### src/rtl/cache_arb_pkg.sv
// Shared types for the cache fill arbiter: FSM states, fill owner, block geometry.
// Latency: n/a (types only).  Backpressure: n/a.
package cache_arb_pkg;

   typedef enum logic [1:0] {IDLE, FILL, DONE} state_t;
   typedef enum logic {OWN_I, OWN_D} owner_t;

   localparam int WORDS_DEFAULT = 8;

   // Clears the byte offset within a block of WORDS_DEFAULT 16-bit words.
   localparam logic [15:0] BLOCK_MASK_DEFAULT = ~16'(2 * WORDS_DEFAULT - 1);

endpackage

### src/rtl/word_counter.sv
// Synchronous up-counter with clear and increment enable.
// Latency: count updates on the next clk edge.  Backpressure: none.
module word_counter #(
   parameter int W = 4
) (
   input  logic         clk,
   input  logic         rst,
   input  logic         clr,
   input  logic         inc,
   output logic [W-1:0] count
);

   always_ff @(posedge clk) begin
      if (rst || clr)
         count <= '0;
      else if (inc)
         count <= count + 1'b1;
   end

endmodule

### src/rtl/cache_fill_arbiter.sv
// Arbitrates I/D cache misses and streams one block fill at a time from main memory; CACHE_ARB_RR_EN selects round-robin.
// Latency: grant in cycle T, requests T+1..T+WORDS, tag pulse one cycle after the last valid word.  Backpressure: stall_n freezes the pipeline.
module cache_fill_arbiter
   import cache_arb_pkg::*;
#(
   parameter int WORDS  = WORDS_DEFAULT,
   parameter int ADDR_W = 16
) (
   input  logic                     clk,
   input  logic                     rst,
   input  logic                     i_miss,
   input  logic [ADDR_W-1:0]        i_miss_addr,
   input  logic                     d_miss,
   input  logic [ADDR_W-1:0]        d_miss_addr,
   input  logic [15:0]              mem_data_out,
   input  logic                     mem_data_valid,
   output logic                     mem_enable,
   output logic [ADDR_W-1:0]        mem_addr,
   output logic [15:0]              fill_data,
   output logic [$clog2(WORDS)-1:0] fill_word,
   output logic                     i_fill_we,
   output logic                     d_fill_we,
   output logic                     i_tag_we,
   output logic                     d_tag_we,
   output logic                     stall_n
);

   localparam int CW = $clog2(WORDS) + 1;
   localparam int LW = $clog2(WORDS);
   localparam logic [ADDR_W-1:0] BLK_MASK = ~ADDR_W'(2 * WORDS - 1);

   state_t            state, state_nxt;
   owner_t            owner;
   logic [ADDR_W-1:0] base;
   logic [CW-1:0]     ic, rc;
   logic              any_miss, grant_d, ic_inc, rc_inc, cnt_clr;

   assign any_miss = i_miss | d_miss;

`ifdef CACHE_ARB_RR_EN
   // rr_d set means D wins the next simultaneous miss.
   logic rr_d;

   assign grant_d = d_miss & (~i_miss | rr_d);

   always_ff @(posedge clk) begin
      if (rst)
         rr_d <= 1'b1;
      else if (state == IDLE && i_miss && d_miss)
         rr_d <= ~grant_d;
   end
`else
   assign grant_d = d_miss;
`endif

   always_ff @(posedge clk) begin
      if (rst) begin
         state <= IDLE;
         base  <= '0;
         owner <= OWN_D;
      end else begin
         state <= state_nxt;
         if (state == IDLE && any_miss) begin
            base  <= (grant_d ? d_miss_addr : i_miss_addr) & BLK_MASK;
            owner <= grant_d ? OWN_D : OWN_I;
         end
      end
   end

   assign cnt_clr = (state == IDLE);
   assign ic_inc  = (state == FILL) && (ic < CW'(WORDS));
   assign rc_inc  = (state == FILL) && mem_data_valid;

   word_counter #(.W(CW)) u_issue_cnt (
      .clk   (clk),
      .rst   (rst),
      .clr   (cnt_clr),
      .inc   (ic_inc),
      .count (ic)
   );

   word_counter #(.W(CW)) u_recv_cnt (
      .clk   (clk),
      .rst   (rst),
      .clr   (cnt_clr),
      .inc   (rc_inc),
      .count (rc)
   );

   always_comb begin
      state_nxt  = state;
      mem_enable = 1'b0;
      mem_addr   = '0;
      i_fill_we  = 1'b0;
      d_fill_we  = 1'b0;
      i_tag_we   = 1'b0;
      d_tag_we   = 1'b0;
      case (state)
         IDLE: begin
            if (any_miss)
               state_nxt = FILL;
         end
         FILL: begin
            if (ic < CW'(WORDS)) begin
               mem_enable = 1'b1;
               mem_addr   = base + ADDR_W'({ic, 1'b0});
            end
            if (mem_data_valid) begin
               i_fill_we = (owner == OWN_I);
               d_fill_we = (owner == OWN_D);
               if (rc == CW'(WORDS - 1))
                  state_nxt = DONE;
            end
         end
         DONE: begin
            i_tag_we  = (owner == OWN_I);
            d_tag_we  = (owner == OWN_D);
            state_nxt = IDLE;
         end
         default: state_nxt = IDLE;
      endcase
   end

   assign fill_data = mem_data_out;
   assign fill_word = rc[LW-1:0];
   assign stall_n   = (state == IDLE) & ~i_miss & ~d_miss;

endmodule

### config.mk
export PLATFORM = sky130hd
export DESIGN_NAME = cache_fill_arbiter
export DESIGN_NICKNAME = d
export VERILOG_FILES = /design/src/rtl/cache_arb_pkg.sv /design/src/rtl/word_counter.sv /design/src/rtl/cache_fill_arbiter.sv
export SDC_FILE = /design/constraint.sdc
export NUM_CORES = 1
export LEC_CHECK = 0
export ABC_AREA = 1
export BUFFER_PORTS_ARGS = -buffer_cell sky130_fd_sc_hd__clkbuf_2
export CORE_ASPECT_RATIO = 2
export CORE_UTILIZATION = 34
export CTS_CLUSTER_DIAMETER = 100
export CTS_CLUSTER_SIZE = 40
export DETAILED_ROUTE_END_ITERATION = 8
export PLACE_DENSITY_LB_ADDON = 0.15
export SYNTH_ARGS = -nofsm -noshare
export SYNTH_HDL_FRONTEND = slang
export SYNTH_SLANG_ARGS = --single-unit
### constraint.sdc
create_clock -name clk -period 1.13 [get_ports clk]
set_clock_uncertainty 0.05 [all_clocks]
set_input_delay 0.339 -clock clk [delete_from_list [all_inputs] [get_ports clk]]
set_output_delay 0.339 -clock clk [all_outputs]
set_load 0.005 [all_outputs]
==> results_dict.tcl, run 1 <==
set metrics [dict create \
    pre_cts_ws_ns -0.202 \
    seq_area_frac_synth 0.319 \
    required_ns 0.74 \
    synth-adder-area-share 0.0173 \
    synth_nets 290 \
    pwr-share-clk 0.261 \
    initial_utilization 0.353 \
    hold_buffers 0 \
    leakagePower_nw 1.03 \
    fillers 422 \
    grt_usage 0.167 \
    hp-class "in -> reg" \
    synthCells 235 \
    synthSimpleGateAreaFrac 0.315 \
    antenna_found_initial 0 \
    antenna_cells 0 \
    num_io_pins 94 \
    yosys_warnings 0 \
    critical_path_class "reg -> out" \
    worst_pin_slew_ns 0.560 \
    gr-total-overflow 0 \
    grt_max_degree 20 \
    drt_wl_total_mm 3.63 \
    synth_area_um2 1440 \
    cts_tree "built" \
    p_sw_frac 0.310 \
    seqCellArea_um2 490 \
    h-tree-depth 1 \
    fp.dieW_um 48.1 \
    io_buffers 52 \
    fin_crit_ns 1.56 \
    cp_max_fo 9 \
    fin_ws_ns -0.427 \
    drive_gt1_frac 0.538 \
    clockBufferDepth 2 \
    end_kind "primary output" \
    powerDensity_nw_per_um2 939 \
    wire_per_inst_um 10.6 \
    cts_root_buffer "clkbuf_8" \
    avgSynthCellArea_um2 6.14 \
    post_synth_xor_area_fraction 0 \
    intPower_mw 1.38 \
    ant_nets 0 \
    max-cap-violations 0 \
    drc 0 \
    max_freq_mhz 642 \
    path_cells "inv_2, nor2_4, nand2_4, nor2_2, clkbuf_2" \
    fin_util 0.522 \
    cp-start-kind "flop" \
    power_switching_mw 0.620 \
    violations "negative setup slack" \
    outcome "finished with violations" \
    drt_first_pass_iters 4 \
    totalPowerFinal_mw 2.00 \
    synth_compound_area_frac 0.141 \
    synth_top_family_by_area "simple AND/OR/NAND/NOR gates" \
    peakVddDrop_v 0.000574 \
    seqPwrFrac 0.457 \
    finalMaxSlewViolations 0 \
    area_growth_pct 47.7 \
    ys_types 19 \
    numCtsBuffers 3 \
    arrival_ns 1.17 \
    core_area_um2 4090 \
    viasPerCell 4.46 \
    critical_path.top_delay_family "flip-flops" \
    synth.area.mux_share 0 \
    hold_viol_final 0 \
    worstSkewPairLatency_ns 0.27 \
    cpPeakStageDelay_ns 0.37 \
    layout.nets 348 \
    hpwl_mm 2.76 \
    crit_buf_inv 2 \
    fin_crit_sh 1.38 \
    first_iter_violations 13 \
    via_count 1535 \
    grt_pass1_vias 1339 \
    gp_congestion 0.727 \
    setup_viol 41 \
    path_clk_slew_ns 0.08 \
    holdPathStages 3 \
    die_area_um2 4530 \
    numClockSinks 23 \
    timing.slew.headroom 0.626 \
    cp_slowest_cell "dfxtp_4" \
    num_rows 33 \
    multi_input_area_um2 891 \
    ys_ff_latch 23 \
    cp.depth 5 \
    grt_pass1_wl_mm 5.40 \
    rsz0062_at_grt "true" \
    p_comb_frac 0.282 \
    die_y_um 94.2 \
    reg2reg_depth 7 \
]
[cells by family after synthesis]
logic type               count (synthesis)
AO/OA/AOI/OAI                           40
adder cells (fa/ha/maj)                  2
buffers and inverters                   57
flip-flops                              23
other                                    1
AND/OR/NAND/NOR                        112
[per-stage QoR]
step	hold slack, ns	TNS [ns]	instances	instance area, µm²
3_5_place_dp	0.427	-4.55	332	1800
6_report	0.297	-10.20	344	2130
3_3_place_gp	0.422	-3.98	332	1800
4_1_cts	0.289	-10.76	342	2010
2_1_floorplan	0.348	-0.0570	235	1510
5_1_grt	0.320	-12.89	344	2130
[Yosys cell counts (all sizes together)]
library cell	n	area share
nand3	9	0.035
nand2	43	0.12
nor3	4	0.014
buf	24	0.12
conb	1	0.0026
clkbuf	2	0.0052
ha	2	0.017
inv	31	0.081
o21ai	29	0.10
nor2	56	0.15
dfxtp	23	0.32
a21oi	11	0.038
[worst reg2reg max path, cell delays in order, from the launching register on]
cell	delay [ns]
dfxtp_4	0.36
buf_4	0.14
nor2_4	0.10
buf_6	0.13
o21ai_4	0.09
buf_6	0.17
o21ai_2	0.12
nor2_1	0.05
[cells in the final DEF, fill, tap and decap left out, drive strengths merged, types with 4 or more instances in the layout]
master / count
a21oi: 11
buf: 35
clkbuf: 47
dfxtp: 23
inv: 31
nand2: 43
nand3: 9
nor2: 56
nor3: 4
o21ai: 29
[sequential cells by signal (all words and copies together), names as in the netlist]
name	cells
state	2
u_issue_cnt.count	4
u_recv_cnt.count	4
base	12
owner	1
[final timing paths]
| kind | startpoint | endpoint | slack, ns |
|---|---|---|---|
| setup / recovery | state[0] | mem_addr[1] | -0.43 |
| hold / removal | rst | owner | 0.30 |
| setup reg to reg | state[0] | base[13] | -0.17 |
| hold reg to reg | base[15] | base[15] | 0.44 |
[layout make-up]
type                       instances  area share
multi-input combinational        155       0.418
inverter                          31      0.0604
sequential                        23       0.230
timing repair inverter             1     0.00293
timing repair buffer              78       0.238
tap                               52      0.0305
clock buffer                       4      0.0211
[layer usage]
layer / GRT usage / vias to the layer above / wire length [µm]
li1: - / 820 / -
met1: 0.136 / 681 / 1190
met2: 0.338 / 29 / 2220
met5: 0 / - / 0
met4: 0.0856 / 0 / 68
met3: 0.0135 / 5 / 146
[timing repair]
action | 4_1_cts | 5_1_grt
setup endpoints to repair | 44 | 46
pin swaps | 6 | 9
gates resized for setup | 55 | 44
gates cloned | 1 | 1
buffers inserted | 5 | 2
[power groups by stage]
stage	Sequential, mW	Clock, mW	Combinational (mW)
2_1_floorplan	0.927	0	0.294
6_report	0.916	0.523	0.565
5_1_grt	0.927	0.553	0.632
3_3_place_gp	0.930	0	0.441
4_1_cts	0.913	0.528	0.535
3_5_place_dp	0.931	0	0.446
No activity file was read; power rests on OpenSTA's default activity.
==> inputs of run 2 (changes only) <==
==> constraint.sdc (replaced) <==
create_clock -name clk -period 1.35 [get_ports clk]
set_clock_uncertainty 0.05 [all_clocks]
set_input_delay 0.405 -clock clk [delete_from_list [all_inputs] [get_ports clk]]
set_output_delay 0.405 -clock clk [all_outputs]
set_load 0.005 [all_outputs]
==> run 2 against run 1 <==
Effect of this change:
- the flow still finishes with violations (negative setup slack)
- via count up 0.13%
- highest routed layer unchanged
- cell count down 0.29%
- design area down 3.2%
==> results_dict.tcl, run 2 (synthesis results as in run 1) <==
set metrics [dict create \
    peakVddDrop_v 0.000497 \
    final_common_cell "clkbuf_2" \
    max-cap-violations 0 \
    critical_path.top_delay_family "flip-flops" \
    place_area_um2 1740 \
    clockBufferDepth 2 \
    num_rows 33 \
    numCtsBuffers 3 \
    hpwl_mm 2.73 \
    hold_buffers 0 \
    reg_top3 "base (12), u_issue_cnt.count (4), u_recv_cnt.count (4)" \
    rsz0062_at_grt "true" \
    initial_utilization 0.353 \
    cts_tree "built" \
    cp_slowest_cell "dfxtp_2" \
    regMostFlops "base" \
    required_ns 0.90 \
    fin_crit_sh 1.21 \
    area_growth_pct 43.1 \
    wire_per_inst_um 10.9 \
    gp_congestion 0.710 \
    violations "negative setup slack" \
    h-tree-depth 1 \
    finalInstanceArea_um2 2070 \
    max_freq_mhz 614 \
    pre_cts_ws_ns -0.0684 \
    worstSkewPairLatency_ns 0.27 \
    ant_nets 0 \
    drt_first_pass_iters 4 \
    grt_pass1_vias 1420 \
    core_area_um2 4090 \
    cp_max_fo 3 \
    setup_viol 21 \
    via_count 1537 \
    critical_path_class "reg -> out" \
    drive_gt1_frac 0.467 \
    cts_root_buffer "clkbuf_8" \
    gr-total-overflow 0 \
    antenna_cells 0 \
    antenna_found_initial 0 \
    layout.nets 347 \
    leakagePower_nw 1.02 \
    drt_wl_total_mm 3.73 \
    grt_usage 0.171 \
    end_kind "primary output" \
    fin_crit_ns 1.63 \
    worstHoldStart "rst" \
    io_buffers 52 \
    path_cells "nand2_1, nor2_1, nand3_1, a21oi_2, buf_2" \
    cpPeakStageDelay_ns 0.37 \
    drc 0 \
    fin_ws_ns -0.279 \
    num_io_pins 94 \
    hp-class "in -> reg" \
    crit_start "base[8]" \
    path_clk_slew_ns 0.08 \
    first_iter_violations 11 \
    viasPerCell 4.48 \
    fp.dieW_um 48.1 \
    grt_max_degree 19 \
    die_y_um 94.2 \
    arrival_ns 1.17 \
    final_cell_mix "clkbuf_2 (48), nor2_1 (42), nand2_1 (37)" \
    grt_pass1_wl_mm 5.59 \
    powerDensity_nw_per_um2 794 \
    largest_reg_flops 12 \
    hold_viol_final 0 \
    numClockSinks 23 \
    fillers 463 \
    die_area_um2 4530 \
    cp-start-kind "flop" \
    finalMaxSlewViolations 0 \
    outcome "finished with violations" \
    crit_buf_inv 1 \
    r2r-start "state[1]" \
]
==> run 2: changes by cell type in the layout (fill, tap and decap cells not counted), sizes merged <==
cell	before	now
buf	35	29
clkbuf	47	51
nand2	43	44
==> run 2: path summary, 6_finish.rpt <==
path                                to  slack (ns)  cells after the start
setup / recovery          mem_addr[15]       -0.28                      5
hold reg to reg   u_issue_cnt.count[1]        0.44                      2
hold / removal                state[0]        0.34                      2
setup reg to reg               base[5]        0.06                      7
==> run 2: what timing repair did <==
| item | 4_1_cts | 5_1_grt |
|---|---|---|
| hold endpoints to repair | 0 | 0 |
| setup buffers | 3 | 1 |
| pin swaps | 12 | 7 |
| gates resized for setup | 50 | 40 |
| cloned | 0 | 2 |
| setup endpoints to repair | 21 | 36 |
==> run 2: layout make-up <==
cell class                 instances  area (µm²)  share of cell area
tap                               52        65.1              0.0315
clock inverter                     1        5.00             0.00242
sequential                        23         485               0.235
timing repair buffer              77         482               0.233
inverter                          31         124              0.0600
multi-input combinational        156         863               0.418
clock buffer                       3        41.3              0.0200
==> run 2: per-stage QoR <==
stage	std cells	power (mW)	util	hold slack (ns)	TNS, ns
final	343	1.64	0.505	0.337	-4.84
after detailed placement	333	1.12	0.427	0.428	-0.301
after global routing	343	1.75	0.505	0.348	-6.09
after floorplan	235	0.999	-	0.405	0
after global placement	333	1.11	0.427	0.421	-0.272
after CTS	340	1.60	0.479	0.314	-4.79
==> run 2: metal layers <==
layer  GRT usage  up-vias  wire length (µm)
met1       0.142      675              1250
met3      0.0192        7               108
li1            -      822                 -
met5           0        -                 0
met4      0.0787        0                89
met2       0.345       33              2290
==> run 2: power breakdown <==
part / switching, mW / total [mW] / internal [mW]
Combinational: 0.230 / 0.433 / 0.203
Sequential: 0.0458 / 0.774 / 0.728
Clock: 0.228 / 0.434 / 0.206
==> inputs of run 3 (changes only) <==
==> constraint.sdc (replaced) <==
create_clock -name clk -period 2 [get_ports clk]
set_clock_uncertainty 0.05 [all_clocks]
set_input_delay 0.6 -clock clk [delete_from_list [all_inputs] [get_ports clk]]
set_output_delay 0.6 -clock clk [all_outputs]
set_load 0.005 [all_outputs]
==> run 3 against run 2 <==
Effect of this change:
- the run now ends clean
- die area stayed put
- non-clock buffer count is 23 lower
- sequential share of layout area up 4.5 points
- cell count decreased by 7.0%
- global-route usage shrank 1.6 points
- worst setup slack improved by 0.37 ns
- design area fell by 20%
- register-to-register slack improved by 0.73 ns
- highest routed layer unchanged
==> results_dict.tcl, run 3 (synthesis results as in run 1) <==
set metrics [dict create \
    fp.dieW_um 48.1 \
    drt_wl_total_mm 3.16 \
    pre_cts_ws_ns 0.233 \
    grt_max_degree 27 \
    fin_ws_ns 0.0906 \
    grt_pass1_wl_mm 5.15 \
    via_count 1425 \
    die_y_um 94.2 \
    finalInstanceArea_um2 1660 \
    critical_path_class "reg -> out" \
    finalMaxSlewViolations 0 \
    grt_pass1_vias 1283 \
    post_cts_buffers 0 \
    hold_viol_final 0 \
    cp-start-kind "flop" \
    fin_crit_sh 0.955 \
    gp_congestion 0.714 \
    powerDensity_nw_per_um2 597 \
    drc 0 \
    fin_crit_ns 1.91 \
    fillers 468 \
    numClockSinks 23 \
    reg_top3 "base (12), u_issue_cnt.count (4), u_recv_cnt.count (4)" \
    num_rows 33 \
    clockBufferDepth 2 \
    largest_reg_flops 12 \
    initial_utilization 0.353 \
    required_ns 1.35 \
    hpwl_mm 2.67 \
    antenna_found_initial 0 \
    peakVddDrop_v 0.000284 \
    rsz0062_at_grt "false" \
    hp-class "reg -> reg" \
    cp_max_fo 10 \
    h-tree-depth 1 \
    num_io_pins 94 \
    final_cell_mix "nor2_1 (52), clkbuf_2 (52), nand2_1 (41)" \
    area_growth_pct 15.0 \
    outcome "finished clean" \
    cts_tree "built" \
    drive_gt1_frac 0.266 \
    first_iter_violations 17 \
    numCtsBuffers 3 \
    leakagePower_nw 0.849 \
    ant_nets 0 \
    regMostFlops "base" \
    drt_first_pass_iters 4 \
    arrival_ns 1.26 \
    cts_root_buffer "clkbuf_8" \
    max-cap-violations 0 \
    place_area_um2 1600 \
    viasPerCell 4.47 \
    antenna_cells 0 \
    end_kind "primary output" \
    core_area_um2 4090 \
    setup_viol 0 \
    worstSkewPairLatency_ns 0.26 \
    max_freq_mhz 524 \
    layout.nets 323 \
    path_clk_slew_ns 0.08 \
    grt_usage 0.155 \
    wire_per_inst_um 9.91 \
    die_area_um2 4530 \
    io_buffers 52 \
    tns_ns 0 \
    gr-total-overflow 0 \
]
run 3: what timing repair did:
item	4_1_cts	5_1_grt
gates resized for setup	1	4
endpoints found under the setup margin	6	5
hold buffers	0	0
gates cloned	0	0
run 3: per-layer routing:
layer | vias up | GRT usage | wire length (µm)
li1 | 767 | - | -
met1 | 625 | 0.143 | 1150
met2 | 29 | 0.303 | 1840
met3 | 4 | 0.0115 | 127
met4 | 0 | 0.0671 | 38
met5 | - | 0 | 0
run 3: final cells by class:
| class | instances | area (µm²) | area share |
|---|---|---|---|
| multi-input combinational | 155 | 694 | 0.418 |
| sequential | 23 | 464 | 0.280 |
| timing repair buffer | 54 | 275 | 0.166 |
| inverter | 31 | 116 | 0.0701 |
| tap | 52 | 65.1 | 0.0392 |
| clock buffer | 4 | 45.0 | 0.0271 |
run 3: worst max-delay path, stage by stage, from the launching register on:
cell and delay (ns):
dfxtp_2 0.39, inv_1 0.06, nor2_2 0.15, nand2_4 0.12, a21oi_1 0.14, clkbuf_2 0.13
run 3: where the power goes:
group / switching, mW / total [mW] / internal, mW
clock: 0.141 / 0.282 / 0.142
sequential: 0.0303 / 0.520 / 0.489
combinational: 0.110 / 0.190 / 0.0801
run 3: worst paths after layout:
check	slack (ns)	depth (start not counted)	to	startpoint
hold / removal	0.44	2	base[15]	base[15]
hold reg to reg	0.44	2	base[15]	base[15]
setup / recovery	0.09	5	mem_addr[14]	state[0]
setup reg to reg	0.79	5	base[5]	state[1]
run 3: through the flow:
step	power [mW]	std cells	utilization	hold WS, ns
after CTS	1.01	319	0.404	0.446
after detailed placement	0.722	315	0.392	0.425
after floorplan	0.672	235	-	0.405
after global routing	1.06	319	0.406	0.481
final	0.992	319	0.406	0.441
after global placement	0.719	315	0.392	0.424
